===== src/rtl/accel_pkg.sv =====
`default_nettype none
// +--------------------------------------------------------------------------+
// | accel_pkg : shared types and constants for the accelerator front end     |
// | Revision  : 1.0                                                          |
// +--------------------------------------------------------------------------+
package accel_pkg;

  localparam int                       ACCEL_ROM_ADDR_W = 8;
  localparam int                       ACCEL_INSTR_W    = 32;
  localparam logic [ACCEL_INSTR_W-1:0] ACCEL_HALT_WORD  = 32'hFFFF_FFFF;

  typedef enum logic [1:0] {
    ST_IDLE  = 2'd0,
    ST_FETCH = 2'd1,
    ST_HOLD  = 2'd2,
    ST_HALT  = 2'd3
  } fetch_state_e;

endpackage
`default_nettype wire


===== src/rtl/instr_fetch_unit.sv =====
`default_nettype none
// +--------------------------------------------------------------------------+
// | instr_fetch_unit : byte-serial ROM fetch, 4 bytes -> 32-bit instruction  |
// | Revision         : 1.0                                                   |
// +--------------------------------------------------------------------------+
module instr_fetch_unit
  import accel_pkg::*;
#(
  parameter int                       ROM_ADDR_W = ACCEL_ROM_ADDR_W,
  parameter logic [ROM_ADDR_W-1:0]    START_ADDR = '0,
  parameter logic [ACCEL_INSTR_W-1:0] HALT_WORD  = ACCEL_HALT_WORD
) (
  input  logic                     clk,
  input  logic                     reset,
  input  logic                     enable,
  output logic [ROM_ADDR_W-1:0]    rom_address,
  input  logic [7:0]               data_from_rom,
  output logic [ACCEL_INSTR_W-1:0] instruction_in,
  output logic                     instr_valid,
  input  logic                     instr_ready,
  input  logic                     redirect,
  input  logic [ROM_ADDR_W-1:0]    redirect_addr,
  output logic [ROM_ADDR_W-1:0]    pc,
  output logic                     halted
);

  localparam logic [ROM_ADDR_W-1:0] ADDR_ONE   = ROM_ADDR_W'(1);
  localparam logic [ROM_ADDR_W-1:0] WORD_BYTES = ROM_ADDR_W'(4);

  fetch_state_e              state_q, state_d;
  logic [ROM_ADDR_W-1:0]     rom_address_q, rom_address_d;
  logic [ROM_ADDR_W-1:0]     pc_q, pc_d;
  logic [ACCEL_INSTR_W-1:0]  instr_q, instr_d;
  logic                      valid_q, valid_d;
  logic                      halted_q, halted_d;
  logic [1:0]                byte_cnt_q, byte_cnt_d;
  logic                      primed_q, primed_d;
  logic                      transfer;

  assign transfer = valid_q & instr_ready;

  always_comb begin
    state_d       = state_q;
    rom_address_d = rom_address_q;
    pc_d          = pc_q;
    instr_d       = instr_q;
    valid_d       = valid_q;
    halted_d      = halted_q;
    byte_cnt_d    = byte_cnt_q;
    primed_d      = primed_q;

    case (state_q)
      ST_IDLE: begin
        rom_address_d = pc_q;
        if (enable) state_d = ST_FETCH;
      end

      ST_FETCH: begin
        // The ROM answers one cycle late, so the first FETCH cycle only
        // issues the address; capturing starts once the pipe is primed.
        if (!primed_q) begin
          primed_d      = 1'b1;
          rom_address_d = rom_address_q + ADDR_ONE;
        end else begin
          instr_d = {instr_q[ACCEL_INSTR_W-9:0], data_from_rom};
          if (byte_cnt_q == 2'd3) begin
            state_d    = ST_HOLD;
            valid_d    = 1'b1;
            primed_d   = 1'b0;
            byte_cnt_d = 2'd0;
          end else begin
            byte_cnt_d = byte_cnt_q + 2'd1;
            if (byte_cnt_q != 2'd2) rom_address_d = rom_address_q + ADDR_ONE;
          end
        end
      end

      ST_HOLD: begin
        if (transfer) begin
          valid_d       = 1'b0;
          pc_d          = pc_q + WORD_BYTES;
          rom_address_d = pc_q + WORD_BYTES;
          if (instr_q == HALT_WORD) begin
            state_d  = ST_HALT;
            halted_d = 1'b1;
          end else if (enable) begin
            state_d = ST_FETCH;
          end else begin
            state_d = ST_IDLE;
          end
        end
      end

      ST_HALT: begin
      end

      default: state_d = ST_IDLE;
    endcase

    // A jump overrides whatever the FSM decided above, including a halt.
    if (redirect) begin
      state_d       = ST_FETCH;
      pc_d          = redirect_addr;
      rom_address_d = redirect_addr;
      valid_d       = 1'b0;
      halted_d      = 1'b0;
      byte_cnt_d    = 2'd0;
      primed_d      = 1'b0;
    end
  end

  always_ff @(posedge clk or posedge reset) begin
    if (reset) begin
      state_q       <= ST_IDLE;
      rom_address_q <= START_ADDR;
      pc_q          <= START_ADDR;
      instr_q       <= '0;
      valid_q       <= 1'b0;
      halted_q      <= 1'b0;
      byte_cnt_q    <= 2'd0;
      primed_q      <= 1'b0;
    end else begin
      state_q       <= state_d;
      rom_address_q <= rom_address_d;
      pc_q          <= pc_d;
      instr_q       <= instr_d;
      valid_q       <= valid_d;
      halted_q      <= halted_d;
      byte_cnt_q    <= byte_cnt_d;
      primed_q      <= primed_d;
    end
  end

  assign rom_address    = rom_address_q;
  assign pc             = pc_q;
  assign instruction_in = instr_q;
  assign instr_valid    = valid_q;
  assign halted         = halted_q;

endmodule
`default_nettype wire


===== config.mk =====
export PLATFORM = sky130hd
export DESIGN_NAME = instr_fetch_unit
export DESIGN_NICKNAME = d
export VERILOG_FILES = /design/src/rtl/accel_pkg.sv /design/src/rtl/instr_fetch_unit.sv
export SDC_FILE = /design/constraint.sdc
export NUM_CORES = 1
export LEC_CHECK = 0
export ABC_AREA = 1
export ABC_CLOCK_PERIOD_IN_PS = 2300
export BUFFER_PORTS_ARGS = -buffer_cell sky130_fd_sc_hd__buf_2
export CAP_MARGIN = 20
export CELL_PAD_IN_SITES_DETAIL_PLACEMENT = 1
export CELL_PAD_IN_SITES_GLOBAL_PLACEMENT = 2
export CORE_MARGIN = 3
export CORE_UTILIZATION = 33
export DETAILED_ROUTE_END_ITERATION = 10
export PLACE_DENSITY = 0.95
export SYNTH_ARGS = -nofsm -noshare
export SYNTH_HDL_FRONTEND = slang
export SYNTH_SLANG_ARGS = --single-unit

===== constraint.sdc =====
create_clock -name clk -period 2.3 [get_ports clk]
set_input_delay 0.23 -clock clk [delete_from_list [all_inputs] [get_ports clk]]
set_output_delay 0.23 -clock clk [all_outputs]
set_load 0.005 [all_outputs]

=== Yosys cells after proc, flatten, opt, wreduce, memory -nomap -nowiden ===
Index checks and enable logic that the tools add are counted.

* Bits in registers: 55

* Bitwise gates (word level): 1
* Equality and inequality tests: 11
* $add $sub $neg: 3
* Mux-type cells: 33
* Reductions and logical operators: 15

{| class="wikitable"
|+ Operators by type and width
! cell !! number
|-
| $mux W8 || 7
|-
| $eq A32 B32 Y1 const B || 1
|-
| $pmux W8 S3 || 1
|-
| $mux W2 || 10
|-
| $mux W1 || 13
|-
| $ne A3 B3 Y1 const B || 4
|-
| $reduce_bool A2 Y1 || 5
|-
| $add A8 B1 Y8 const B || 1
|-
| $add A8 B3 Y8 const B || 1
|-
| $ne A4 B4 Y1 const B || 2
|-
| $reduce_and A4 Y1 || 2
|-
| $pmux W2 S3 || 1
|-
| $reduce_and A2 Y1 || 3
|-
| $reduce_and A5 Y1 || 1
|-
| $eq A2 B2 Y1 const B || 2
|-
| $reduce_bool A4 Y1 || 1
|-
| $reduce_and A3 Y1 || 1
|-
| $reduce_bool A3 Y1 || 1
|-
| $add A2 B1 Y2 const B || 1
|-
| $eq A2 B1 Y1 const B || 1
|-
| $logic_not A2 Y1 || 1
|-
| $ne A2 B2 Y1 const B || 1
|-
| $pmux W1 S2 || 1
|-
| $and A1 B1 Y1 || 1
|}

=== Longest topological paths before layout ===
* Word-level depth: 6
* Mapped depth: 11
* Depth with buffers taken out: 10

=== Least setup slack after synthesis ===
OpenSTA, ideal clock, no wires.

* Path type: register to register
* Start point: reg state_q[0]
* End point: reg rom_address_q[3], in the netlist rom_address[3]
* Required time: 2175 ps
* Arrival: 1411 ps
* Slack: 763 ps
* Path buffers: 1
* Period minus slack after synthesis: 1537 ps
* Cell stages (with the launch flop): 11
* Library setup time: 125 ps
* Path through: dfrtp_1 > inv_1 > ha_1 > buf_6 > inv_2 > nand2_2 > nand2_4 > nor2_8 > inv_6 > a21oi_2 > a21oi_2

* Cells in the longest elaborated chain, start to end: 3
* Elaborated cells between the ends (all ways): 10
* Those cells by class: eq/ne: 5; mux: 2; reduce/logical: 3

{| class="wikitable"
|+ Ends and longest elaborated chain
! element !! line !! source
|-
| from (decl) || instr_fetch_unit.sv:30 || <nowiki>fetch_state_e state_q, state_d;</nowiki>
|-
| from (signal assigned) || instr_fetch_unit.sv:123 || <nowiki>state_q <= state_d;</nowiki>
|-
| $eq A2 B1 Y1, or another cell as far along || instr_fetch_unit.sv:52 || <nowiki>case (state_q)</nowiki>
|-
| $ne A4 B4 Y1 (no source line), or another cell as far along || - ||
|-
| $reduce_and A4 Y1 (no source line) or $mux W8 (tied branches) || - ||
|-
| to (signal assigned) || instr_fetch_unit.sv:124 || <nowiki>rom_address_q <= rom_address_d;</nowiki>
|-
| to (decl) || instr_fetch_unit.sv:31 || <nowiki>logic [ROM_ADDR_W-1:0] rom_address_q, rom_address_d;</nowiki>
|}

Parallel ways exist; a longest one is shown, timed or not.
A chain may end at the register's enable or synchronous reset.

=== Worst setup path in the final report ===
* Start point: reg state_q[0]
* End point: reg pc_q[5], in the netlist pc[5]

* Cells in the longest elaborated chain, start to end: 3

{| class="wikitable"
|+ Ends and longest elaborated chain
! element !! line !! source
|-
| $eq A2 B2 Y1 || instr_fetch_unit.sv:52 ||
|-
| $reduce_bool A2 Y1 (no source line) || - ||
|-
| $reduce_and A2 Y1 (no source line) || - ||
|-
| to (signal assigned) || instr_fetch_unit.sv:125 || <nowiki>pc_q <= pc_d;</nowiki>
|-
| to (decl) || instr_fetch_unit.sv:32 || <nowiki>logic [ROM_ADDR_W-1:0] pc_q, pc_d;</nowiki>
|}

No other way between the ends.

==> impl_results.md <==
* Dpl hpwl at 6.489 mm
* Worst setup path class: register to register
* Routed Antenna Nets at 0
* Register bit total from synthesis at 55
* Worst-case clock buffer depth at 2
* DR vias at 2656
* Final Max Slew Viols at 0
* Syn_area_per_cell at 8.030 sq um
* Placer congestion estimate at 0.8716
* Setup Skew at 0.01816 ns
* RSZ-0062 raised after global routing: no
* FILL cells at 1079
* Clk sinks at 55
* Drt first pass iters at 4
* Sw frac at 46.50%
* Worst Setup End Kind: register
* Status: finished, violations left
* GR Util All Layers at 17.33%
* Finish-stage setup viols at 0
* Most frequent cell after synthesis: nand2_1
* Cell count after synthesis at 364
* IO Pins at 71
* H-tree levels at 2
* Crit path max fanout at 12
* Number of global-route vias before repair at 2699
* Sequential cell fraction of total power at 39.8%
* Leak Pwr at 1.717 nW
* Iter 0 DRT Violations at 120
* Worst EP required at 2.51 ns
* Die Y at 100.1 microns
* Post_cts resized at 0
* Slew @ Worst Pin at 0.6763 ns
* Worst relative slew slack at 54.85%
* Row cnt at 33
* Worst-Skew Late Latency at 0.32 ns
* Layout cell share with drive strength beyond 1 at 24.59%
* Grt total ovfl at 0
* Worst-path clk slew at 0.12 ns
* Ant. Diodes at 0
* Yosys top cell by area: dfrtp_1
* Max-cap violation count at 0
* Global-route wire length before repair at 13.83 mm
* Largest net degree at the start of global routing at 40
* Final hold slack at -0.01199 ns
* Sw power at 2.182 mW
* CTS tree: yes
* Int Power at 2.511 mW
* Share of the synthesized area in the top cell type at 47.09%
* Async S/R FF share, synth at 100.0%
* Number of port buffers at 70
* Clock Tree Root: clkbuf_8
* Post-route DRC violation count at 0
* Worst VDD drop at 0.0004484 V
* Nets at 458
* Pwr dens at 1359 nW/um^2
* Final Hold Fails at 12
* Violated checks: negative hold slack
* Initial core utilization at 34.70%
* Final min period at 1.838 ns
* Top post-synthesis cells by count: nand2_1, dfrtp_1, o21ai_0
* Synth area leaders: dfrtp_1, nand2_1, o21ai_0, inv_1, nor2_1
* Period utilisation layout at 79.93%
* Die area at 10020 sq um
* Synth unique cells at 33
* Comb pwr share at 47.4%
* Post-synth net total at 392
* Postcts setup bufs at 0
* Min-Delay Path Class: primary input to asynchronous set/reset pin
* Number of antenna violations at the first check in global routing at 0
* Ys flop type: dfrtp_1
* TritonCTS Buffers at 5
* Avg WL per Cell at 15.61 microns
* Critical path arrival at 2.05 ns
* Die W at 100.1 microns
* Placeable Area at 8423 sq um
* Post-Synthesis Cell Area at 2923 sq um
* Vias per cell at 4.955
* EDFF count, synth at 0
* Sequential share of the synthesized area at 47.09%
* Clk pwr share at 12.8%
* Startpoint type of the worst setup path: register
* Area Overhead vs Synth at 18.15%
* Hold buffers post-CTS at 0
* Achievable clock frequency at 0.5439 GHz
* Setup TNS at 0 ns
* Yosys Warn Count at 0
* Routed wire length at 8.369 mm
final timing paths:
path	from	endpoint	slack (ns)	cells past startpoint
min in group clk	data_from_rom[6]	instruction_in[6]$_DFFE_PP0P_	0.10	3
max in group asynchronous	reset	instruction_in[2]$_DFFE_PP0P_	1.71	3
hold reg to reg	instruction_in[25]$_DFFE_PP0P_	instruction_in[25]$_DFFE_PP0P_	0.52	2
setup reg to reg	state_q[0]$_DFFE_PP0P_	pc[5]$_DFFE_PP0P_	0.46	7
hold / removal	reset	rom_address[0]$_DFFE_PP0P_	-0.01	2
setup / recovery	state_q[0]$_DFFE_PP0P_	pc[5]$_DFFE_PP0P_	0.46	7
critical path, cell delays in order, from the launching register on:
cell and delay, ns:
dfrtp_1 0.42, inv_1 0.09, ha_1 0.44, nor2_1 0.15, a21oi_4 0.24, inv_1 0.16
a21oi_1 0.15, a22oi_1 0.08
sequential cells by signal (all words and copies together) (netlist names):
name            count
byte_cnt_q          2
instruction_in     32
primed_q            1
halted              1
state_q             2
pc                  8
instr_valid         1
rom_address         8
layout make-up:
type	count	area, sq um	share of cell area [%]
well taps	105	131.4	3.804
clock inverters	3	33.78	0.9783
inverters	39	153.9	4.457
clock buffers	5	68.82	1.993
multi-input cells	256	1304	37.75
flip-flops and latches	55	1376	39.86
repair buffers	73	385.4	11.16
layer usage:
metal  vias to the layer above  track usage, %  wire [microns]
li1                       1312               -               -
met1                      1289           23.03            3859
met2                        46           29.35            4106
met3                         9           3.405             316
met4                         0           3.938              86
met5                         -               0               0
logic make-up after synthesis:
| family | Yosys count | share of synthesized area, % |
|---|---|---|
| flops | 55 | 47.09 |
| compound gates | 78 | 16.01 |
| simple gates | 169 | 25.00 |
| xor+xnor | 2 | 0.5994 |
| buf+inv | 53 | 8.305 |
| fa+ha+maj | 7 | 2.996 |
stage by stage:
step	total power, mW	worst slack [ns]	util [%]	cells	area, sq um
6_report	4.693	0.4615	41.00	536	3453
5_1_grt	5.135	0.3303	41.00	536	3453
3_5_place_dp	4.139	0.4917	39.78	528	3351
4_1_cts	4.744	0.4785	41.00	536	3453
3_3_place_gp	4.035	0.5792	39.78	528	3351
2_1_floorplan	3.260	0.7271	-	364	2923
placed cells by master, fill, tap and decap left out, types with 2 or more instances in the layout:
| cell | instances |
|---|---|
| o21ai_0 | 37 |
| o21ai_1 | 2 |
| ha_1 | 7 |
| buf_2 | 70 |
| a21oi_2 | 10 |
| o211ai_1 | 2 |
| nand3_1 | 21 |
| nor3_1 | 6 |
| inv_2 | 3 |
| a31oi_1 | 3 |
| inv_6 | 2 |
| nand2_4 | 2 |
| inv_1 | 34 |
| clkbuf_8 | 5 |
| nand4_1 | 4 |
| a22oi_1 | 3 |
| buf_4 | 2 |
| dfrtp_1 | 55 |
| a21oi_1 | 17 |
| nor2_1 | 34 |
| xor2_1 | 2 |
| nand2_1 | 96 |
| nand2_2 | 2 |
power by group through the flow:
stage	registers, mW	logic (mW)	clock network (mW)
after floorplan	1.81	1.45	0
after global placement	1.86	2.17	0
after detailed placement	1.89	2.25	0
after CTS	1.87	2.26	0.615
after global routing	1.95	2.52	0.662
final	1.87	2.22	0.600
No activity file was read; power rests on OpenSTA's default activity.
